### config.mk
export PLATFORM = sky130hd
export DESIGN_NAME = simd_mem_arbiter
export DESIGN_NICKNAME = d
export VERILOG_FILES = /design/src/rtl/simd_mem_arbiter.sv
export SDC_FILE = /design/constraint.sdc
export NUM_CORES = 2
export LEC_CHECK = 0
export CORE_AREA = 2 2 579 581
export DETAILED_ROUTE_END_ITERATION = 6
export DIE_AREA = 0 0 581 583
export GPL_TIMING_DRIVEN = 0
export PLACE_DENSITY = 0.33
export SKIP_LAST_GASP = 1
export SYNTH_ARGS = -nofsm -noshare
export SYNTH_HDL_FRONTEND = slang
export SYNTH_SLANG_ARGS = --single-unit
### constraint.sdc
create_clock -name CLK -period 75.6 [get_ports CLK]
set_clock_uncertainty 0.2 [all_clocks]
set_input_delay 11.34 -clock CLK [delete_from_list [all_inputs] [get_ports CLK]]
set_output_delay 11.34 -clock CLK [all_outputs]
set_load 0.01 [all_outputs]
### src/rtl/simd_mem_arbiter.sv
// rtl/simd_mem_arbiter.sv - round-robin scalar/vector arbiter onto one word-wide memory port
// Optional SIMD_ARB_TIMEOUT_EN adds an M_ACK watchdog and a sticky ERR output.
module simd_mem_arbiter #(
    parameter int ADDR_WIDTH     = 64,
    parameter int DATA_WIDTH     = 64,
    parameter int VEC_DATA_WIDTH = 512,
    parameter int TIMEOUT_CYCLES = 1024
) (
    input  logic                      CLK,
    input  logic                      RESET,
    input  logic                      S_REQ,
    input  logic                      S_WE,
    input  logic [ADDR_WIDTH-1:0]     S_ADDR,
    input  logic [DATA_WIDTH-1:0]     S_WDATA,
    input  logic [DATA_WIDTH/8-1:0]   S_WMASK,
    output logic [DATA_WIDTH-1:0]     S_RDATA,
    output logic                      S_ACK,
    input  logic                      V_REQ,
    input  logic                      V_WE,
    input  logic [ADDR_WIDTH-1:0]     V_ADDR,
    input  logic [VEC_DATA_WIDTH-1:0] V_WDATA,
    output logic [VEC_DATA_WIDTH-1:0] V_RDATA,
    output logic                      V_ACK,
    output logic                      M_REQ,
    output logic                      M_WE,
    output logic [ADDR_WIDTH-1:0]     M_ADDR,
    output logic [DATA_WIDTH-1:0]     M_WDATA,
    output logic [DATA_WIDTH/8-1:0]   M_WMASK,
    input  logic                      M_ACK,
    input  logic [DATA_WIDTH-1:0]     M_RDATA,
    output logic                      BUSY
`ifdef SIMD_ARB_TIMEOUT_EN
    ,
    output logic                      ERR
`endif
);

    localparam int BEATS  = VEC_DATA_WIDTH / DATA_WIDTH;
    localparam int BYTES  = DATA_WIDTH / 8;
    localparam int BEAT_W = $clog2(BEATS);
    localparam logic [ADDR_WIDTH-1:0] ALIGN_MASK = ~ADDR_WIDTH'(BYTES - 1);
    localparam logic [BEAT_W-1:0]     LAST_BEAT  = BEAT_W'(BEATS - 1);

    if ((VEC_DATA_WIDTH % DATA_WIDTH) != 0 || BEATS < 2 || TIMEOUT_CYCLES < 1) begin : g_bad_cfg
        $error("simd_mem_arbiter: illegal parameter combination");
    end

    typedef enum logic [1:0] {IDLE, SXFER, VXFER, RESP} state_t;

    state_t                    state;
    state_t                    next_state;
    logic                      any_req;
    logic                      grant_vec;
    logic                      m_req;
    logic                      to_hit;
    logic                      owner_vec;
    logic                      prefer_vec;
    logic                      lat_we;
    logic [ADDR_WIDTH-1:0]     lat_addr;
    logic [VEC_DATA_WIDTH-1:0] lat_wdata;
    logic [BYTES-1:0]          lat_wmask;
    logic [BEAT_W-1:0]         beat;
    logic [ADDR_WIDTH-1:0]     beat_off;
    logic [DATA_WIDTH-1:0]     s_rdata_q;
    logic [VEC_DATA_WIDTH-1:0] v_rdata_q;

    assign any_req   = S_REQ || V_REQ;
    // With both pending, the port that did not win last time goes first.
    assign grant_vec = (S_REQ && V_REQ) ? prefer_vec : V_REQ;
    assign m_req     = (state == SXFER) || (state == VXFER);
    assign beat_off  = ADDR_WIDTH'(beat) * ADDR_WIDTH'(BYTES);

`ifdef SIMD_ARB_TIMEOUT_EN
    localparam int TO_W = $clog2(TIMEOUT_CYCLES + 1);

    logic [TO_W-1:0] to_cnt;
    logic            err_q;

    assign to_hit = m_req && !M_ACK && (to_cnt == TO_W'(TIMEOUT_CYCLES - 1));
    assign ERR    = err_q;

    always_ff @(posedge CLK or posedge RESET) begin
        if (RESET) begin
            to_cnt <= '0;
            err_q  <= 1'b0;
        end else begin
            if (m_req && !M_ACK && !to_hit)
                to_cnt <= to_cnt + TO_W'(1);
            else
                to_cnt <= '0;
            if (to_hit)
                err_q <= 1'b1;
        end
    end
`else
    assign to_hit = 1'b0;
`endif

    always_ff @(posedge CLK or posedge RESET) begin
        if (RESET)
            state <= IDLE;
        else
            state <= next_state;
    end

    always_comb begin
        next_state = state;
        case (state)
            IDLE: begin
                if (any_req)
                    next_state = grant_vec ? VXFER : SXFER;
            end
            SXFER: begin
                if (M_ACK || to_hit)
                    next_state = RESP;
            end
            VXFER: begin
                if ((M_ACK && beat == LAST_BEAT) || to_hit)
                    next_state = RESP;
            end
            RESP:    next_state = IDLE;
            default: next_state = IDLE;
        endcase
    end

    always_comb begin
        M_REQ   = 1'b0;
        M_WE    = 1'b0;
        M_ADDR  = '0;
        M_WDATA = '0;
        M_WMASK = '0;
        S_ACK   = 1'b0;
        V_ACK   = 1'b0;
        if (m_req) begin
            M_REQ   = 1'b1;
            M_WE    = lat_we;
            M_ADDR  = lat_addr + beat_off;
            M_WDATA = lat_wdata[int'(beat)*DATA_WIDTH +: DATA_WIDTH];
            M_WMASK = lat_wmask;
        end
        if (state == RESP) begin
            S_ACK = !owner_vec;
            V_ACK = owner_vec;
        end
    end

    assign BUSY    = (state != IDLE);
    assign S_RDATA = s_rdata_q;
    assign V_RDATA = v_rdata_q;

    // Read data is zeroed at grant so beats lost to a watchdog abort read back as 0.
    always_ff @(posedge CLK or posedge RESET) begin
        if (RESET) begin
            owner_vec  <= 1'b0;
            prefer_vec <= 1'b0;
            lat_we     <= 1'b0;
            lat_addr   <= '0;
            lat_wdata  <= '0;
            lat_wmask  <= '0;
            beat       <= '0;
            s_rdata_q  <= '0;
            v_rdata_q  <= '0;
        end else if (state == IDLE && any_req) begin
            owner_vec  <= grant_vec;
            prefer_vec <= !grant_vec;
            beat       <= '0;
            if (grant_vec) begin
                lat_we    <= V_WE;
                lat_addr  <= V_ADDR & ALIGN_MASK;
                lat_wdata <= V_WDATA;
                lat_wmask <= '1;
                if (!V_WE)
                    v_rdata_q <= '0;
            end else begin
                lat_we    <= S_WE;
                lat_addr  <= S_ADDR & ALIGN_MASK;
                lat_wdata <= VEC_DATA_WIDTH'(S_WDATA);
                lat_wmask <= S_WMASK;
                if (!S_WE)
                    s_rdata_q <= '0;
            end
        end else if (m_req && M_ACK) begin
            if (!lat_we) begin
                if (owner_vec)
                    v_rdata_q[int'(beat)*DATA_WIDTH +: DATA_WIDTH] <= M_RDATA;
                else
                    s_rdata_q <= M_RDATA;
            end
            if (state == VXFER && beat != LAST_BEAT)
                beat <= beat + BEAT_W'(1);
        end
    end

endmodule

==> impl_metrics.ini <==
[die]
die-area_mm2 = 0.339
die_w_um = 581
start_util_pct = 14.7
core_area_mm2 = 0.332
core.rowCount = 212
io-pin-count = 1500
die_y_um = 583

[placement]
gp_congestion = 0.858
dp_hpwl_mm = 291
port_buffers = 1461

[sta]
rsz0062_at_grt = false
post-route-period-util_pct = 25.0
worst_hold_slack_ps = 270
fin_crit_ps = 18920
fmax_ghz = 0.0529
finalSetupTns_ps = 0
relSlewSlack_pct = 6.53
finalSetupViolations = 0
hold_viol_final = 0
drv_slew = 0
tightest_slew_ps = 1400

[synth]
synth_common_cells = dfrtp_1 (1165), nand2_1 (879), a22o_1 (705), clkbuf_1 (331), o21ai_0 (247)
synth_top_flop_cell = dfrtp_1
async_reset_ff_share_pct = 100
yosysUniqueCellTypes = 55
synth_most_common_cell = dfrtp_1
synth_top_area_cell = dfrtp_1
synth_top_cells_by_area = dfrtp_1 (60%), a22o_1 (13%), nand2_1 (6.8%)
ys_ff_latch = 1165
yosys_warnings = 0
seq_area_frac_synth_pct = 59.9
syn_avg_cell_area_um2 = 11.4
synth_top_area_share_pct = 59.9
synth-edff-count = 0
syn-cell-area_mm2 = 0.0487
syn_inst = 4281

[global_routing]
grt_pass1_vias = 45900
grt_max_degree = 118
grt_pass1_wl_mm = 462
grtUsageTotal_pct = 20.3
grt-ovfl-total = 0
antenna_found_initial = 165

[clocking]
cts_setup_buffers = 0
postCtsHoldBufs = 0
clock_sinks = 1165
clk_pin_slew_worst_paths_ps = 60
cts_root_buf = clkbuf_16
h-tree-depth = 4
cts_tree = yes
cts_buffers = 160
cts_max_path_buffers = 4
cts_resized = 0
worst_skew_pair.late_latency_ps = 790

[routing]
drt-initial-drc-count = 2803
antenna_left = 0
via_count = 44200
wire_per_inst_um = 33.9
vias_per_cell = 4.21
route.detailed.drc = 0
routed_wl_mm = 355
first_pass_iters = 7

[finish]
synthToLayoutAreaGrowth_pct = 54.3
nFillCells = 35800
nets = 6738
drive_gt1_share_pct = 7.73

[power]
p_sw_mw = 1.21
swShare_pct = 40.6
pwr-share-clk_pct = 26.3
p_int_mw = 1.77
ir_drop_uv = 18.1
p_seq_share_pct = 31.9
p_leak_nw = 31.1
p_per_area_mw_per_mm2 = 39.7
power_frac_comb_pct = 41.8

[worst_hold_path]
hold_path.class = reg2reg

[worst_setup_path]
critPathRequiredTime_ps = 64060
crit_fanout = 10
crit_path_start_kind = flop
cp.arrival_ps = 7380
critPathKind = reg2out
critPathCaptureType = output port

[run]
maxCapViolCount = 0

[outcome]
status = completed
logic make-up (layout without fill, tap and decap cells):
| logic type | after synthesis | count (layout) | synth area share (%) |
|---|---|---|---|
| flops | 1165 | 1165 | 59.9 |
| mux | 130 | 130 | 5.96 |
| compound gates | 1254 | 1254 | 19.0 |
| xor+xnor | 23 | 23 | 0.414 |
| other cells | 1 | 51 | 0.00770 |
| buf+inv | 410 | 2181 | 3.34 |
| fa+ha+maj | 15 | 15 | 0.401 |
| simple gates | 1283 | 1283 | 11.0 |
registers in the layout (all words and copies together) (netlist names):
signal      count
owner_vec       1
S_RDATA        64
V_RDATA       512
lat_wdata     512
state           2
lat_addr       61
lat_wmask       8
lat_we          1
prefer_vec      1
beat            3
routing by layer:
metal | wire (um) | share of wire [%] | GRT usage [%]
met5 | 759 | 0.21 | 0
met4 | 10900 | 3.1 | 5.93
met3 | 23600 | 6.7 | 5.51
met2 | 188000 | 53 | 37.9
met1 | 132000 | 37 | 22.2
final cells by class:
class / instances / area [um2] / share of cell area (%)
clock inverter: 38 / 577 / 0.768
multi-input combinational: 2708 / 18000 / 24.0
antenna: 48 / 120 / 0.160
buffer: 389 / 1570 / 2.09
inverter: 21 / 86.3 / 0.115
tap: 4387 / 5490 / 7.31
sequential: 1165 / 29200 / 38.8
timing repair buffer: 1495 / 15400 / 20.5
clock buffer: 238 / 4720 / 6.28
worst max-delay path: stages (launching register included):
cell	delay (ps)
dfrtp_1	470
clkbuf_1	750
clkbuf_1	930
clkbuf_1	870
inv_1	400
fa_1	510
nor2b_1	400
o21ai_0	170
or3_1	350
clkbuf_1	250
or4_1	520
a21oi_1	280
clkdlybuf4s50_1	660
final timing paths:
check                                          from                    endpoint  slack, ps  cells after the start
min reg2reg                V_RDATA[294]$_DFFE_PP0P_    V_RDATA[294]$_DFFE_PP0P_        270                      2
min                        V_RDATA[294]$_DFFE_PP0P_    V_RDATA[294]$_DFFE_PP0P_        270                      2
max reg2reg                     beat[1]$_DFFE_PP0P_     V_RDATA[72]$_DFFE_PP0P_      67880                     12
max in group asynchronous                     RESET  lat_wdata[427]$_DFFE_PP0P_      61490                      6
max                             beat[1]$_DFFE_PP0P_                  M_ADDR[57]      56680                     12
min in group asynchronous                     RESET    V_RDATA[136]$_DFFE_PP0P_      10870                      2
layout by cell type (no fill, tap or decap), types with 15 or more instances in the layout:
master	instances
buf_16	17
clkbuf_8	40
nor2_1	176
nand3_1	88
o31ai_1	43
o21ai_0	247
nand4_1	23
or4_1	15
diode_2	48
buf_1	24
clkbuf_2	15
clkbuf_16	161
mux4_2	128
dfrtp_1	1165
clkbuf_1	353
and2_1	18
inv_1	20
a21oi_1	100
clkdlybuf4s50_1	1461
or3_1	25
nand2_1	879
buf_2	25
a22o_1	705
a31oi_1	125
through the flow:
step	setup slack [ps]	std cells	power (mW)	utilization [%]	area, um2
3_3_place_gp	12430	10100	2.22	20.7	68800
2_1_floorplan	31250	4283	1.45	-	48700
6_report	56680	10500	2.98	22.6	75100
4_1_cts	56170	10400	3.04	22.6	75000
3_5_place_dp	57080	10200	2.23	21.0	69700
5_1_grt	56080	10500	3.13	22.6	75000
power groups by stage:
stage          Clock (mW)  Sequential [mW]  Combinational, mW
2_1_floorplan           0            0.912              0.542
3_3_place_gp            0            0.962               1.26
3_5_place_dp            0            0.959               1.28
4_1_cts             0.807            0.950               1.28
5_1_grt             0.827            0.968               1.33
6_report            0.785            0.950               1.25
No activity file was read; power rests on OpenSTA's default activity.
